**src/rtl/ts_qos_pkg.sv**
```systemverilog
// Shared definitions for the TS quality-of-service blocks (channel monitor
// and main_control): packet geometry, sync byte, lane layout, FSM encoding.
package ts_qos_pkg;

  localparam int unsigned PKT_LEN   = 188;
  localparam logic [7:0]  SYNC_BYTE = 8'h47;
  localparam int unsigned LANE_W    = 8;
  localparam int unsigned N_LANES   = 4;

  typedef enum logic [1:0] {
    HUNT    = 2'd0,
    PRESYNC = 2'd1,
    SYNC    = 2'd2
  } ts_state_e;

endpackage

```
**src/rtl/ts_sync_checker.sv**
```systemverilog
// One TS byte lane: sync acquisition / loss FSM, idle timeout and a
// saturating 8-bit error counter with a synchronous clear.
module ts_sync_checker #(
  parameter int unsigned PKT_LEN   = ts_qos_pkg::PKT_LEN,
  parameter logic [7:0]  SYNC_BYTE = ts_qos_pkg::SYNC_BYTE,
  parameter int unsigned LOCK_N    = 3,
  parameter int unsigned LOSS_N    = 3,
  parameter int unsigned TIMEOUT   = 1000
) (
  input  logic       clk,
  input  logic       rstn,
  input  logic [7:0] i_data,
  input  logic       i_valid,
  input  logic       i_clr,
  output logic [7:0] o_err,
  output logic       o_sync
);

  import ts_qos_pkg::*;

  localparam int unsigned POS_W  = $clog2(PKT_LEN);
  localparam int unsigned IDLE_W = $clog2(TIMEOUT + 1);
  localparam int unsigned GOOD_W = $clog2(LOCK_N + 1);
  localparam int unsigned MISS_W = $clog2(LOSS_N + 1);

  ts_state_e         r_state;
  logic [POS_W-1:0]  r_pos;
  logic [GOOD_W-1:0] r_good;
  logic [MISS_W-1:0] r_miss;
  logic [IDLE_W-1:0] r_idle;
  logic [7:0]        r_err;
  logic              r_sync;

  ts_state_e         w_state_nxt;
  logic [POS_W-1:0]  w_pos_nxt;
  logic [POS_W-1:0]  w_pos_inc;
  logic [GOOD_W-1:0] w_good_nxt;
  logic [MISS_W-1:0] w_miss_nxt;
  logic              w_err_inc;
  logic              w_drop;

  // Next-state decode: acquisition, loss, TEI detection and idle timeout.
  always_comb begin
    w_state_nxt = r_state;
    w_pos_nxt   = r_pos;
    w_good_nxt  = r_good;
    w_miss_nxt  = r_miss;
    w_err_inc   = 1'b0;
    w_drop      = 1'b0;
    w_pos_inc   = (r_pos == POS_W'(PKT_LEN - 1)) ? '0 : r_pos + 1'b1;
    if (i_valid) begin
      unique case (r_state)
        HUNT: begin
          if (i_data == SYNC_BYTE) begin
            w_state_nxt = PRESYNC;
            w_pos_nxt   = POS_W'(1);
            w_good_nxt  = GOOD_W'(1);
          end
        end
        PRESYNC: begin
          w_pos_nxt = w_pos_inc;
          if (r_pos == '0) begin
            if (i_data == SYNC_BYTE) begin
              w_good_nxt = r_good + 1'b1;
              if (w_good_nxt >= GOOD_W'(LOCK_N)) w_state_nxt = SYNC;
            end else begin
              w_drop = 1'b1;
            end
          end
        end
        SYNC: begin
          w_pos_nxt = w_pos_inc;
          if (r_pos == '0) begin
            if (i_data != SYNC_BYTE) begin
              w_err_inc  = 1'b1;
              w_miss_nxt = r_miss + 1'b1;
              if (w_miss_nxt >= MISS_W'(LOSS_N)) w_drop = 1'b1;
            end else begin
              w_miss_nxt = '0;
            end
          end else if (r_pos == POS_W'(1) && i_data[7]) begin
            w_err_inc = 1'b1;
          end
        end
        default: w_drop = 1'b1;
      endcase
    end else if (r_state != HUNT && r_idle == IDLE_W'(TIMEOUT - 1)) begin
      w_drop = 1'b1;
    end
    if (w_drop) begin
      w_state_nxt = HUNT;
      w_pos_nxt   = '0;
      w_good_nxt  = '0;
      w_miss_nxt  = '0;
    end
  end

  // State, counters and registered outputs; clear beats a same-edge increment.
  always_ff @(posedge clk) begin
    if (!rstn) begin
      r_state <= HUNT;
      r_pos   <= '0;
      r_good  <= '0;
      r_miss  <= '0;
      r_idle  <= '0;
      r_err   <= '0;
      r_sync  <= 1'b0;
    end else begin
      r_state <= w_state_nxt;
      r_pos   <= w_pos_nxt;
      r_good  <= w_good_nxt;
      r_miss  <= w_miss_nxt;
      r_sync  <= (w_state_nxt == SYNC);
      if (i_valid)                          r_idle <= '0;
      else if (r_idle != IDLE_W'(TIMEOUT))  r_idle <= r_idle + 1'b1;
      if (i_clr)                            r_err <= '0;
      else if (w_err_inc && r_err != '1)    r_err <= r_err + 1'b1;
    end
  end

  assign o_err  = r_err;
  assign o_sync = r_sync;

endmodule

```
**src/rtl/ts_channel_monitor.sv**
```systemverilog
// Four independent TS lane monitors; this level only splits the input lanes
// and packs the per-lane error counters and lock flags.
module ts_channel_monitor #(
  parameter int unsigned PKT_LEN   = ts_qos_pkg::PKT_LEN,
  parameter logic [7:0]  SYNC_BYTE = ts_qos_pkg::SYNC_BYTE,
  parameter int unsigned LOCK_N    = 3,
  parameter int unsigned LOSS_N    = 3,
  parameter int unsigned TIMEOUT   = 1000
) (
  input  logic        clk,
  input  logic        rstn,
  input  logic [31:0] ts_data,
  input  logic [3:0]  ts_valid,
  input  logic        en_reset_counter,
  output logic [31:0] err_count,
  output logic [3:0]  sync
);

  import ts_qos_pkg::*;

  for (genvar g = 0; g < N_LANES; g++) begin : g_lane
    ts_sync_checker #(
      .PKT_LEN   (PKT_LEN),
      .SYNC_BYTE (SYNC_BYTE),
      .LOCK_N    (LOCK_N),
      .LOSS_N    (LOSS_N),
      .TIMEOUT   (TIMEOUT)
    ) u_chk (
      .clk     (clk),
      .rstn    (rstn),
      .i_data  (ts_data[g*LANE_W +: LANE_W]),
      .i_valid (ts_valid[g]),
      .i_clr   (en_reset_counter),
      .o_err   (err_count[g*LANE_W +: LANE_W]),
      .o_sync  (sync[g])
    );
  end

endmodule

```
**config.mk**
```make
export PLATFORM = sky130hd
export DESIGN_NAME = ts_channel_monitor
export DESIGN_NICKNAME = d
export VERILOG_FILES = /design/src/rtl/ts_qos_pkg.sv /design/src/rtl/ts_sync_checker.sv /design/src/rtl/ts_channel_monitor.sv
export SDC_FILE = /design/constraint.sdc
export NUM_CORES = 1
export LEC_CHECK = 0
export BUFFER_PORTS_ARGS = -buffer_cell sky130_fd_sc_hd__buf_2
export CAP_MARGIN = 5
export CORE_ASPECT_RATIO = 0.9
export CORE_UTILIZATION = 30
export CTS_BUF_LIST = sky130_fd_sc_hd__clkbuf_16
export CTS_CLUSTER_DIAMETER = 120
export CTS_CLUSTER_SIZE = 40
export DETAILED_ROUTE_END_ITERATION = 6
export PLACE_DENSITY_LB_ADDON = 0.3
export SKIP_LAST_GASP = 1
export SLEW_MARGIN = 5
export SYNTH_ARGS = -nofsm -noshare
export SYNTH_HDL_FRONTEND = slang
export SYNTH_SLANG_ARGS = --single-unit
export TNS_END_PERCENT = 5
```
**constraint.sdc**
```tcl
create_clock -name clk -period 1.8 [get_ports clk]
set_input_delay 0.18 -clock clk [delete_from_list [all_inputs] [get_ports clk]]
set_output_delay 0.18 -clock clk [all_outputs]
set_load 0.03 [all_outputs]
```
Word level (Yosys, flattened, before mapping) --
Cells that the tools add are included. W data, S select, Z words.
Storage, ports and cells: bits in registers 132, latch bits 0, memory bits (writable) 0, bits in read-only memories 0, output and inout port bits 36, word-level logic and storage cells 278, memories 0
Cells by class: add/sub/neg operators 20, multipliers 0, div/mod/pow operators 0, magnitude comparators 8, eq/ne operators 52, shift operators 0, mux-type cells 112, bitwise operators 1, reductions and logical operators 57
Operators with widths (count):
- $mux W2 | 40
- $add A8 B1 Y8 const B | 8
- $mux W8 | 8
- $pmux W8 S2 | 4
- $mux W1 | 48
- $add A10 B1 Y10 const B | 4
- $eq A10 B10 Y1 const B | 4
- $ne A10 B10 Y1 const B | 4
- $eq A8 B1 Y1 const B | 4
- $eq A8 B7 Y1 const B | 4
- $eq A8 B8 Y1 const B | 4
- $logic_not A8 Y1 | 4
- $ne A8 B7 Y1 const B | 4
- $ne A8 B8 Y1 const B | 4
- $pmux W2 S2 | 8
- $reduce_or A2 Y1 | 13
- $ne A2 B1 Y1 const B | 12
- $reduce_and A3 Y1 | 8
- $reduce_bool A2 Y1 | 12
- $reduce_and A5 Y1 | 4
- $add A2 B1 Y2 const B | 8
- $eq A2 B2 Y1 const B | 8
- $ge A2 B2 Y1 const B | 8
- $logic_and A1 B1 Y1 | 12
- 4 further kinds | 13

Logic depth before layout (Yosys ltp) --
Gate-level depths: netlist of run 1.
word-level depth 9, depth in mapped cells 8, gate-level depth less buffers 7

By module --
A second synthesis of run 1 with hierarchy kept.
Second synthesis, totals: cell total of the unflattened synthesis 880, area, all modules 7497.2 µm²
By module, submodules not included:
- ts_sync_checker | instances 4, cells an instance 220, area an instance 1874.3 µm²

Least setup slack after synthesis of run 1 --
No wires, ideal clock.
path type reg2reg, start point register g_lane[2].u_chk.r_state[1], end point register g_lane[2].u_chk.r_pos[3], data arrival time 1.848 ns, data required time 1.730 ns, slack -0.117 ns, stages on the path, launching flop included 8, buffers on the path 1, clock period less this slack 1.917 ns, path through dfxtp_1 -> inv_1 -> ha_1 -> clkbuf_1 -> o41ai_2 -> a211o_1 -> or3_1 -> a21oi_1
Between the ends: longest elaborated chain between the ends 5
RTL lines:
- start: declaration | RTL line ts_sync_checker.sv:26 | ts_state_e r_state;
- start signal: assignment | RTL line ts_sync_checker.sv:109 | r_state <= w_state_nxt;
- branches (longest 5 deep; another with $pmux W1 S3)
- end signal: assignment | RTL line ts_sync_checker.sv:110 | r_pos <= w_pos_nxt;
- end: declaration | RTL line ts_sync_checker.sv:27 | logic [POS_W-1:0] r_pos;
Several ways; the timed one is not identified. A chain may end at the register's enable or synchronous reset.

Worst setup path after layout of run 1 --
start point register g_lane[0].u_chk.r_pos[4], end point register g_lane[0].u_chk.r_err[5]
Between the ends: longest elaborated chain between the ends 7
RTL lines:
- start: declaration | RTL line ts_sync_checker.sv:27
- start signal: assignment | RTL line ts_sync_checker.sv:110
- $eq A8 B1 Y1 | RTL line ts_sync_checker.sv:81 | end else if (r_pos == POS_W'(1) && i_data[7]) begin
- $logic_and A1 B1 Y1 | RTL line ts_sync_checker.sv:81
- $mux W1 | RTL line ts_sync_checker.sv:81
- $mux W1 (*) | RTL line ts_sync_checker.sv:73 | if (r_pos == '0) begin
- $mux W1 (*) | RTL line ts_sync_checker.sv:52 | unique case (r_state)
- $mux W1 (*) | RTL line ts_sync_checker.sv:51 | if (i_valid) begin
- $logic_and A1 B1 Y1 (*) | RTL line ts_sync_checker.sv:117 | else if (w_err_inc && r_err != '1) r_err <= r_err + 1'b1;
- end signal: assignment | RTL line ts_sync_checker.sv:117
- end: declaration | RTL line ts_sync_checker.sv:31 | logic [7:0] r_err;
Every way passes the cells marked *; elsewhere a longest branch is shown, timed or not.

==> impl_results.md, run 1 <==
* Worst r2r path cells at 5
* Post-Syn Instances at 861
* CTS Buf Count at 17
* Post-detailed-placement half-perimeter wirelength at 13.3 mm
* Synthesized area at 7440 um^2
* Chip Width at 168 um
* Synth Register Bits at 132
* Die height at 151 um
* FF+latch area at 2650 um^2
* Number of flops mapped to enable cells by yosys at 0
* Distinct cells, synth at 77
* Io pins at 75
* Finish-stage setup viols at 0
* GPL Wtd Cong at 0.818
* Synth warn at 0
* Root Driver: clkbuf_16
* WHS Path Cells at 3
* Worst Tran Pin Value at 0.578 ns
* Detailed Route Iter0 Violations at 401
* Area of the multi-input gates at 4570 um^2
* Port Buf Inserts at 74
* Cts hold-fix bufs at 0
* Fin nets at 1113
* Total track usage at 0.147
* Fmax achieved at 0.561 GHz
* Maximum vdd ir drop at 0.565 mV
* Power Dens Cells at 675 nW/um^2
* Post-Route Skew at 0.00993 ns
* First-pass DRT Iterations at 4
* Critical Path RT at 2.15 ns
* Top-count cell post-synth: dfxtp_1
* Vias in the first global route at 6218
* Max-slew violations at 0
* P_leak at 0.00365 uW
* Final Cycle Share at 0.990
* Antenna Nets Post-Route at 0
* Final setup TNS at 0 ns
* Total gr overflow at 0
* Synth-to-Final Area Change at 27.2%
* Tmin final at 1.78 ns
* Initial antenna violation count at 0
* R2R Path End: g_lane[0].u_chk.o_err[5]
* Top cell type's share of synthesized area at 0.355
* Startpoint Class: flip-flop
* Fin area at 9460 um^2
* Clock Latency Late Sink at 0.42 ns
* Max-cap viol count at 0
* Layout cells sized above 1 at 0.250
* Hold Violations, Final at 0
* First-pass GRT wire length at 30.0 mm
* Seq/Total Area, Yosys at 0.355
* Syn Area/Cell at 8.64 um^2
* CTS Buffer Depth at 2
* Avg WL per Cell at 13.3 um
* Commonest cells post-synth: dfxtp_1 (132), nor2_1 (86), a21oi_1 (59), nand2_1 (58), nand3_1 (53)
* Hold Startpoint: ts_valid[2]
* Outcome: finished clean
* Routed length on met2 at 7.97 mm
* Final-layout fill cell count at 2490
* DR vias/cell at 4.93
* RSZ-0062 raised after global routing: true
* Drt drc at 0
* Clock sinks at 132
* Synth Net Count at 944
* Initial Util at 0.306
* Placed cells at 1318
* Largest net degree at the start of global routing at 17
* Max_slew headroom at 0.614
* H-tree Lvls at 4
* CP max FO at 9
* Area after DPL at 8830 um^2
* Clock transition at the registers of the reported paths at 0.06 ns
* Critical path class: reg -> reg
* Antenna fix cells at 0
* Core footprint at 24300 um^2
* Routed Wire Length at 17.9 mm
* Predominant post-synthesis flop cell: dfxtp_1
* Reg2reg start: g_lane[0].u_chk.r_pos[4]
* Biggest area consumer among synthesized cells: dfxtp_1
* Metal-1 WL at 9.18 mm
* Met3 WL post-DR at 559 um
* CTS tree: built
* CP Capture Type: flip-flop
* Async set-or-reset flop fraction in the synthesized netlist at 0
* FP Rows at 54
* Max Used Layer: met4
* Min-Delay Endpoint: g_lane[2].u_chk.r_pos[1]
* Routed via count at 6647
* Tightest Hold Check Type: in -> reg
* DIE AREA at 25400 um^2
* Top post-synthesis cells by area: dfxtp_1 (36%), ha_1 (7.4%), nor2_1 (4.3%), a21oi_1 (4.0%), nand3_1 (3.6%)
* WP data arrival at 2.13 ns
* R2r setup slk at 0.02 ns
* Non-filler cells, final at 1349
[placed cells by master, fill, tap and decap left out, types with 9 or more instances in the layout]
master / Yosys / final
nand3b_1: 9 / 9
nor2_1: 86 / 85
o21ai_0: 33 / 33
nor3_1: 10 / 10
nand2_1: 58 / 57
inv_1: 46 / 46
xnor2_1: 16 / 16
a41oi_1: 9 / 9
buf_2: 4 / 74
nand4_1: 21 / 21
nor2b_1: 19 / 19
nand2b_1: 13 / 13
and3_1: 25 / 25
or3_1: 18 / 18
a21oi_1: 59 / 57
xor2_1: 25 / 25
a31oi_1: 13 / 13
buf_4: 4 / 102
dfxtp_1: 132 / 127
nand3_1: 53 / 51
clkbuf_16: 0 / 17
mux2i_1: 14 / 14
ha_1: 44 / 39
[routing by layer]
| layer | GRT usage | up-vias |
|---|---|---|
| met5 | 0 | - |
| met4 | 0.0509 | 0 |
| met3 | 0.0308 | 12 |
| met2 | 0.236 | 88 |
| met1 | 0.194 | 3089 |
| li1 | - | 3458 |
[stage by stage]
stage | total power, uW | util | hold slack (ns) | worst slack, ns
4_1_cts | 6480 | 0.385 | 0.137 | -0.0603
5_1_grt | 6620 | 0.389 | 0.150 | -0.0886
6_report | 6390 | 0.389 | 0.146 | 0.0189
3_5_place_dp | 3230 | 0.363 | 0.449 | -0.0673
3_3_place_gp | 3230 | 0.363 | 0.440 | -0.0546
2_1_floorplan | 3120 | - | 0.418 | -0.00325
[critical path: stages (launching register included)]
cell and delay (ns):
dfxtp_1 0.33, nor4_4 0.33, and4bb_2 0.32, o211ai_4 0.12, or4_1 0.48, a21oi_1 0.14
[worst max-delay path by stage]
stage                               startpoint  cells past startpoint                        to  slack, ns
floorplan           g_lane[2].u_chk.r_state[1]                      7  g_lane[2].u_chk.r_pos[3]     -0.003
finish                g_lane[0].u_chk.r_pos[4]                      5  g_lane[0].u_chk.o_err[5]       0.02
CTS                   g_lane[2].u_chk.r_pos[0]                      6  g_lane[2].u_chk.o_err[2]      -0.06
global route          g_lane[0].u_chk.r_pos[4]                      5  g_lane[0].u_chk.o_err[5]      -0.09
global placement      g_lane[0].u_chk.r_pos[3]                      5  g_lane[0].u_chk.o_err[7]      -0.05
detailed placement    g_lane[0].u_chk.r_pos[3]                      5  g_lane[0].u_chk.o_err[7]      -0.07
[cell type report]
class,instances,area share
clock buffer,17,0.0450
clock inverter,13,0.0110
inverter,46,0.0183
multi-input combinational,656,0.483
sequential,132,0.280
tap,308,0.0407
timing repair buffer,177,0.122
[registers in the layout (all words and copies together) (netlist names)]
signal	cells
g_lane.u_chk.r_pos	32
g_lane.u_chk.r_state	8
g_lane.u_chk.r_idle	40
g_lane.u_chk.o_sync	4
g_lane.u_chk.r_good	8
g_lane.u_chk.r_miss	8
g_lane.u_chk.o_err	32
[logic make-up (layout without fill, tap and decap cells)]
kind of cell | after synthesis | after routing | synth area share
buffers and inverters | 73 | 253 | 0.0449
DFF | 132 | 132 | 0.355
AOI/OAI and AO/OA | 174 | 174 | 0.158
xor gates and xnor gates | 41 | 41 | 0.0483
muxes | 14 | 14 | 0.0188
adders and majority gates | 44 | 44 | 0.0740
and+or+nand+nor | 383 | 383 | 0.300
[power breakdown]
group / switching [uW] / internal [uW] / total (uW)
sequential: 9.08 / 2930 / 2940
clock: 1250 / 1970 / 3220
combinational: 129 / 95.0 / 224
total: 1390 / 5000 / 6390
[what timing repair did]
| action | 4_1_cts | 5_1_grt |
|---|---|---|
| pin swaps | 1 | 9 |
| endpoints found under the setup margin | 12 | 78 |
| setup buffers | 0 | 1 |
| resized for setup | 0 | 25 |
(Power assumes the default switching activity.)
==> run 2, diff against run 1 <==
--- a/config.mk
+++ b/config.mk
@@ -7,12 +7,15 @@
 export LEC_CHECK = 0
 export BUFFER_PORTS_ARGS = -buffer_cell sky130_fd_sc_hd__buf_2
 export CAP_MARGIN = 5
+export CELL_PAD_IN_SITES_DETAIL_PLACEMENT = 1
+export CELL_PAD_IN_SITES_GLOBAL_PLACEMENT = 1
 export CORE_ASPECT_RATIO = 0.9
 export CORE_UTILIZATION = 30
 export CTS_BUF_LIST = sky130_fd_sc_hd__clkbuf_16
 export CTS_CLUSTER_DIAMETER = 120
 export CTS_CLUSTER_SIZE = 40
 export DETAILED_ROUTE_END_ITERATION = 6
+export MAX_ROUTING_LAYER = met4
 export PLACE_DENSITY_LB_ADDON = 0.3
 export SKIP_LAST_GASP = 1
 export SLEW_MARGIN = 5
==> run 2 against run 1 <==
Effect of this change:
- the flow now finishes with violations (negative setup slack)
- die area is the same
- non-clock buffer count grew 15
- clock power grew 7.8%
- highest routed layer unchanged
- largest power group unchanged
- cell count grew 1.2%
==> impl_results.md, run 2 (synthesized netlist as in run 1, its figures left out) <==
* Max_slew headroom at 0.709 (+0.0957)
* Most common cell after layout, fill and taps aside: dfxtp_1
* Commonest non-fill, non-tap cells in the layout: dfxtp_1 (127), buf_4 (115), nor2_1 (85)
* Total gr overflow at 0 (unchanged)
* Post-layout util at 0.398 (+0.00941)
* Placed cells at 1329 (+0.83%)
* Final setup TNS at -0.113 ns (-0.113 ns)
* Io pins at 75 (unchanged)
* Max FFs per register at 40 (unchanged)
* P_leak at 0.00374 uW (+2.6%)
* CTS Buffer Depth at 2 (unchanged)
* WP data arrival at 2.19 ns (+0.06 ns)
* Layout cells sized above 1 at 0.274 (+0.0246)
* Finish-stage setup viols at 8 (+8)
* WHS Path Cells at 3 (unchanged)
* Final setup margin at -0.0273 ns (-0.0462 ns)
* Critical path class: reg -> reg
* Tightest Hold Check Type: in -> reg
* CP Capture Type: flip-flop
* Post-detailed-placement half-perimeter wirelength at 15.4 mm (+15%)
* Power Dens Cells at 687 nW/um^2 (+1.7%)
* Antenna fix cells at 0 (unchanged)
* Clock Latency Late Sink at 0.43 ns (about the same)
* GPL Wtd Cong at 0.795 (-2.8%)
* Tmin final at 1.83 ns (+0.0462 ns)
* Vias in the first global route at 7045 (+13%)
* Root Driver: clkbuf_16
* CP max FO at 6 (-3)
* Critical Path RT at 2.16 ns (about the same)
* Maximum vdd ir drop at 0.503 mV (-11%)
* Switching power at 1480 uW (+6.4%)
* Startpoint Class: flip-flop
* Cts hold-fix bufs at 0 (unchanged)
* Core footprint at 24300 um^2 (unchanged)
* FP Rows at 54 (unchanged)
* H-tree Lvls at 4 (unchanged)
* Chip Width at 168 um (unchanged)
* Final Cycle Share at 1.02 (+0.0257)
* CP peak stage delay at 0.43 ns (-0.05 ns)
* Largest net degree at the start of global routing at 18 (+1)
* Initial antenna violation count at 0 (unchanged)
* Routed via count at 6919 (+4.1%)
* Total track usage at 0.175 (+0.0285)
* Switching Fraction at 0.223 (+0.00475)
* Drt drc at 0 (unchanged)
* CTS tree: built
* Fin nets at 1128 (+1.3%)
* Port Buf Inserts at 74 (unchanged)
* Flop pwr share at 0.442 (-0.018)
* RSZ-0062 raised after global routing: true
* Clock share of power at 0.521 (+0.017)
* Comb power frac at 0.037 (+0.002)
* Max-slew violations at 0 (unchanged)
* Clock sinks at 132 (unchanged)
* Initial Util at 0.306 (unchanged)
* Slowest cell on the critical path: or4_4
* First-pass GRT wire length at 34.6 mm (+15%)
* CTS Buf Count at 17 (unchanged)
* Failing checks: negative setup slack
* Worst r2r path cells at 6 (+1)
* Antenna Nets Post-Route at 0 (unchanged)
* DIE AREA at 25400 um^2 (unchanged)
* DR vias/cell at 5.07 (+2.9%)
* Hold Violations, Final at 0 (unchanged)
* Non-filler cells, final at 1365 (+1.2%)
* Detailed Route Iter0 Violations at 307 (-23%)
* Die height at 151 um (unchanged)
* Fmax achieved at 0.547 GHz (-2.5%)
* Largest Register: g_lane.u_chk.r_idle
* Critical-path cell list: nor4_4 -> buf_4 -> and4bb_4 -> nand3_4 -> or4_4 -> a21oi_2
* First-pass DRT Iterations at 5 (+1)
* Routed Wire Length at 20.9 mm (+17%)
* Int Power at 5170 uW (+3.5%)
* Avg WL per Cell at 15.3 um (+16%)
* Outcome: finished with violations
* Clock transition at the registers of the reported paths at 0.06 ns (about the same)
* Synth-to-Final Area Change at 30.2%
* Worst Tran Pin Value at 0.436 ns (-0.142 ns)
* Max-cap viol count at 0 (unchanged)
* Post-Route Skew at 0.0113 ns (+0.00142 ns)
run 2: changes by cell type in the layout (fill, tap and decap cells not counted), sizes merged:
| cell | previous run | this run |
|---|---|---|
| inv | 50 | 49 |
| bufinv | 2 | 3 |
| buf | 177 | 192 |
| clkinv | 7 | 6 |
| clkinvlp | 0 | 2 |
run 2: critical path, delay by kind of cell (launching register included):
| kind | cells | cell delay [ns] |
|---|---|---|
| DFF | 1 | 0.35 |
| and+or+nand+nor | 4 | 1.12 |
| AOI/OAI and AO/OA | 1 | 0.12 |
| buffers and inverters | 1 | 0.18 |
run 2: area by class of cell:
| class | instances | area, um^2 |
|---|---|---|
| clock buffers | 17 | 425 |
| clock inverters | 14 | 148 |
| fillers | 2909 | 14600 |
| inverters | 46 | 173 |
| multi-input cells | 656 | 4620 |
| flip-flops and latches | 132 | 2650 |
| well taps | 308 | 385 |
| repair buffers | 192 | 1280 |
run 2: stage by stage:
| stage | hold slack, ns | power [uW] | instance area (um^2) | worst slack, ns |
|---|---|---|---|---|
| final | 0.192 | 6650 | 9690 | -0.0273 |
| after CTS | 0.149 | 6750 | 9530 | -0.0371 |
| after floorplan | 0.418 | 3120 | 7450 | -0.00325 |
| after global placement | 0.442 | 3240 | 8920 | -0.143 |
| after detailed placement | 0.446 | 3250 | 8920 | -0.105 |
| after global routing | 0.192 | 6910 | 9690 | -0.107 |
run 2: final timing paths:
check / from / end / slack, ns
worst min-delay path: ts_valid[2] / g_lane[2].u_chk.r_pos[1] / 0.19
worst max-delay path: g_lane[3].u_chk.r_pos[7] / g_lane[3].u_chk.o_err[6] / -0.03
worst min register to register: g_lane[2].u_chk.r_miss[0] / g_lane[2].u_chk.r_miss[0] / 0.45
worst max register to register: g_lane[3].u_chk.r_pos[7] / g_lane[3].u_chk.o_err[6] / -0.03
run 2: power by group through the flow:
| stage | Combinational (uW) | Sequential [uW] | Clock (uW) |
|---|---|---|---|
| after detailed placement | 242 | 3000 | 0 |
| after floorplan | 118 | 3000 | 0 |
| after CTS | 243 | 2940 | 3570 |
| final | 246 | 2940 | 3470 |
| after global routing | 272 | 2940 | 3700 |
| after global placement | 238 | 3000 | 0 |
run 2: timing repair:
| item | 4_1_cts | 5_1_grt |
|---|---|---|
| cloned | 0 | 1 |
| resized for setup | 5 | 36 |
| buffers inserted | 1 | 3 |
| hold endpoints to repair | 0 | 0 |
| pin swaps | 2 | 6 |
| setup endpoints to repair | 21 | 78 |
run 2: layer usage:
| layer | up-vias | wire (um) | GRT usage |
|---|---|---|---|
| met5 | - | 0 | - |
| met3 | 9 | 458 | 0.0311 |
| met1 | 3345 | 10200 | 0.212 |
| met4 | 0 | 169 | 0.0440 |
| li1 | 3487 | - | - |
| met2 | 78 | 10100 | 0.302 |
==> run 3, diff against run 2 <==
--- a/config.mk
+++ b/config.mk
@@ -21,5 +21,6 @@
 export SLEW_MARGIN = 5
 export SYNTH_ARGS = -nofsm -noshare
 export SYNTH_HDL_FRONTEND = slang
+export SYNTH_HIERARCHICAL = 1
 export SYNTH_SLANG_ARGS = --single-unit
 export TNS_END_PERCENT = 5
==> run 3 against run 2 <==
Effect of this change:
- the run still ends with negative setup slack left
- non-clock buffer count increased by 40
- critical path depth increased by 2
- cell area increased by 6.1%
- first-iteration DRC count decreased by 13%
- combinational power increased by 8.1%
- highest routed layer unchanged
==> impl_results.md, run 3 <==
* Synth Net Count at 963 (+2.0%)
* DR vias/cell at 4.91 (-3.2%)
* Avg WL per Cell at 14.4 um (-6.4%)
* Non-filler cells, final at 1449 (+6.2%)
* FP Rows at 54 (unchanged)
* Clock transition at the registers of the reported paths at 0.06 ns (about the same)
* Largest Register: g_lane.u_chk/r_idle
* Layout cells sized above 1 at 0.298 (+0.0233)
* Critical path class: reg -> reg
* Initial Util at 0.307 (+0.00156)
* FF+latch area at 2660 um^2 (+0.19%)
* Total gr overflow at 0 (unchanged)
* Commonest cells post-synth: dfxtp_1 (132), nor2_1 (100), nand3_1 (56), nand2_1 (52), and3_1 (48)
* Largest net degree at the start of global routing at 17 (-1)
* WP data arrival at 2.21 ns (+0.02 ns)
* GPL Wtd Cong at 0.786 (-1.1%)
* Routed via count at 7108 (+2.7%)
* Worst r2r path cells at 8 (+2)
* Root Driver: clkbuf_16
* Tmin final at 1.87 ns (+0.0473 ns)
* Drt drc at 0 (unchanged)
* Post-Syn Instances at 880 (+2.2%)
* Async set-or-reset flop fraction in the synthesized netlist at 0 (unchanged)
* Antenna Nets Post-Route at 0 (unchanged)
* Most frequent CP cell: nor4_4
* Port Buf Inserts at 74 (unchanged)
* Power Dens Cells at 670 nW/um^2 (-2.4%)
* Tightest hold margin at 0.188 ns (-0.00382 ns)
* CP Capture Type: flip-flop
* Synth Register Bits at 132 (unchanged)
* Fmax achieved at 0.533 GHz (-2.5%)
* Fin nets at 1182 (+4.8%)
* Post-detailed-placement half-perimeter wirelength at 15.3 mm (-0.26%)
* Outcome: finished with violations
* Predominant post-synthesis flop cell: dfxtp_1
* R2R Path End: g_lane[3].u_chk/o_sync
* Tightest Hold Check Type: in -> reg
* Biggest area consumer among synthesized cells: dfxtp_1
* Placed cells at 1413 (+6.3%)
* WHS Path Cells at 2 (-1)
* H-tree Lvls at 4 (unchanged)
* Total track usage at 0.172 (-0.00281)
* DIE AREA at 25600 um^2 (+0.78%)
* Top post-synthesis cells by area: dfxtp_1 (35%), ha_1 (7.3%), nor2_1 (5.0%), xor2_1 (4.2%), and3_1 (4.0%)
* Failing checks: negative setup slack
* First-pass GRT wire length at 35.0 mm (+1.2%)
* Io pins at 75 (unchanged)
* Area of the multi-input gates at 4810 um^2 (+4.1%)
* Most common cell after layout, fill and taps aside: buf_4
* Reg2reg start: g_lane[3].u_chk/r_state[1]
* Vias in the first global route at 7182 (+1.9%)
* Area after DPL at 9370 um^2 (+5.1%)
* First-pass DRT Iterations at 4 (-1)
* Seq/Total Area, Yosys at 0.352 (-0.00279)
* Clock Latency Late Sink at 0.43 ns (about the same)
* Max FFs per register at 40 (unchanged)
* Worst Tran Pin Value at 0.479 ns (+0.0431 ns)
* Maximum vdd ir drop at 0.447 mV (-11%)
* Clock sinks at 132 (unchanged)
* Max_slew headroom at 0.679 (-0.0307)
* Synthesized area at 7500 um^2 (+0.79%)
* CP max FO at 4 (-2)
* P_leak at 0.00419 uW (+12%)
* Finish-stage setup viols at 32 (+24)
* Core footprint at 24400 um^2 (+0.28%)
* Synth warn at 6 (+6)
* Cts hold-fix bufs at 0 (unchanged)
* CTS tree: built
* Max-slew violations at 0 (unchanged)
* RSZ-0062 raised after global routing: true
* CP Capture Point: g_lane[3].u_chk/o_sync
* Critical-path cell list: inv_2 -> ha_4 -> or4b_4 -> nor4_4 -> a211o_1 -> buf_4 -> a211oi_2 -> nor4_4
* Die height at 152 um (+0.39%)
* Post-Route Skew at 0.0153 ns (+0.00400 ns)
* Synth-to-Final Area Change at 37.2%
* Startpoint Class: flip-flop
* Final-layout fill cell count at 2900 (-0.31%)
* Commonest non-fill, non-tap cells in the layout: buf_4 (149), dfxtp_1 (121), nor2_1 (100)
* Top-count cell post-synth: dfxtp_1
* Top cell type's share of synthesized area at 0.352 (-0.00279)
* Hold Violations, Final at 0 (unchanged)
* Max-cap viol count at 0 (unchanged)
* Routed Wire Length at 20.8 mm (-0.62%)
* Detailed Route Iter0 Violations at 266 (-13%)
* Final Cycle Share at 1.04 (+0.0263)
* CTS Buffer Depth at 2 (unchanged)
* Syn Area/Cell at 8.52 um^2 (-1.4%)
* Critical Path RT at 2.13 ns (-0.03 ns)
* Distinct cells, synth at 48 (-38%)
* Crit. Startpoint: g_lane[3].u_chk/r_state[1]
* Final setup margin at -0.0746 ns (-0.0473 ns)
* Slowest cell on the critical path: or4b_4
* R2r setup slk at -0.07 ns (-0.05 ns)
* Number of flops mapped to enable cells by yosys at 0 (unchanged)
* Chip Width at 169 um (+0.39%)
* Fin area at 10300 um^2 (+6.1%)
* Initial antenna violation count at 1 (+1)
* Hold Startpoint: rstn
* CP peak stage delay at 0.50 ns (+0.07 ns)
* CTS Buf Count at 17 (unchanged)
## run 3: cell types whose count changed after synthesis, moves of 10 or more
| cell | before | now |
|---|---|---|
| a21oi_1 | 59 | 40 |
| nor4_1 | 4 | 16 |
| nor2_1 | 86 | 100 |
| xor2_1 | 25 | 36 |
| and3_1 | 25 | 48 |
| or3_1 | 18 | 8 |
## run 3: metrics by stage
| stage | utilization | power (uW) | worst slack (ns) | TNS (ns) |
|---|---|---|---|---|
| 2_1_floorplan | - | 3130 | -0.0599 | -2.37 |
| 3_3_place_gp | 0.384 | 3250 | -0.118 | -5.59 |
| 3_5_place_dp | 0.384 | 3250 | -0.195 | -9.37 |
| 4_1_cts | 0.413 | 7000 | -0.0912 | -3.22 |
| 5_1_grt | 0.422 | 7150 | -0.163 | -6.38 |
| 6_report | 0.422 | 6890 | -0.0746 | -1.04 |
## run 3: how the worst min path moves through the flow
stage,end,slack (ns)
after floorplan,g_lane[0].u_chk/r_state[0],0.30
after global placement,g_lane[0].u_chk/r_miss[1],0.46
final,g_lane[2].u_chk/r_state[0],0.19
after global routing,g_lane[2].u_chk/r_state[0],0.18
after CTS,g_lane[2].u_chk/r_state[0],0.19
after detailed placement,g_lane[2].u_chk/o_err[1],0.48
## run 3: layout make-up
type / count / area share
inverters: 44 / 0.0161
diodes: 1 / 0.000243
multi-input cells: 672 / 0.468
clock buffers: 17 / 0.0414
well taps: 336 / 0.0409
flip-flops and latches: 132 / 0.258
clock inverters: 15 / 0.0185
repair buffers: 232 / 0.157
## run 3: power breakdown
part	total [uW]	switching [uW]	leakage (uW)	internal, uW
clock network	3690	1390	0.000295	2300
logic	266	147	0.00283	119
registers	2940	7.31	0.00107	2930
total	6890	1540	0.00419	5350
## run 3: kinds of logic after synthesis
group	Yosys count	synth area share
multiplexers	12	0.0160
flip-flops	132	0.352
AO/OA/AOI/OAI	144	0.132
buffers and inverters	76	0.0474
adder cells (fa/ha/maj)	44	0.0734
AND/OR/NAND/NOR	412	0.309
XOR/XNOR	60	0.0701
## run 3: routing by layer
metal / up-vias / global-route usage / part of all wire
met2: 83 / 0.276 / 0.47
met4: 0 / 0.0368 / 0.0064
li1: 3595 / - / -
met3: 9 / 0.0372 / 0.026
met1: 3421 / 0.222 / 0.49
met5: - / - / 0
## run 3: worst max-delay path: cells and delay by family (launching register included)
kind,cells,cell delay (ns)
compound gates,2,0.20
simple gates,3,0.93
flops,1,0.34
buf+inv,2,0.16
fa+ha+maj,1,0.16
## run 3: what timing repair did
action	CTS	global route
pin swaps	9	16
setup buffers	1	1
endpoints found under the setup margin	91	91
resized for setup	16	34
cloned	0	1
endpoints found under the hold margin	0	0
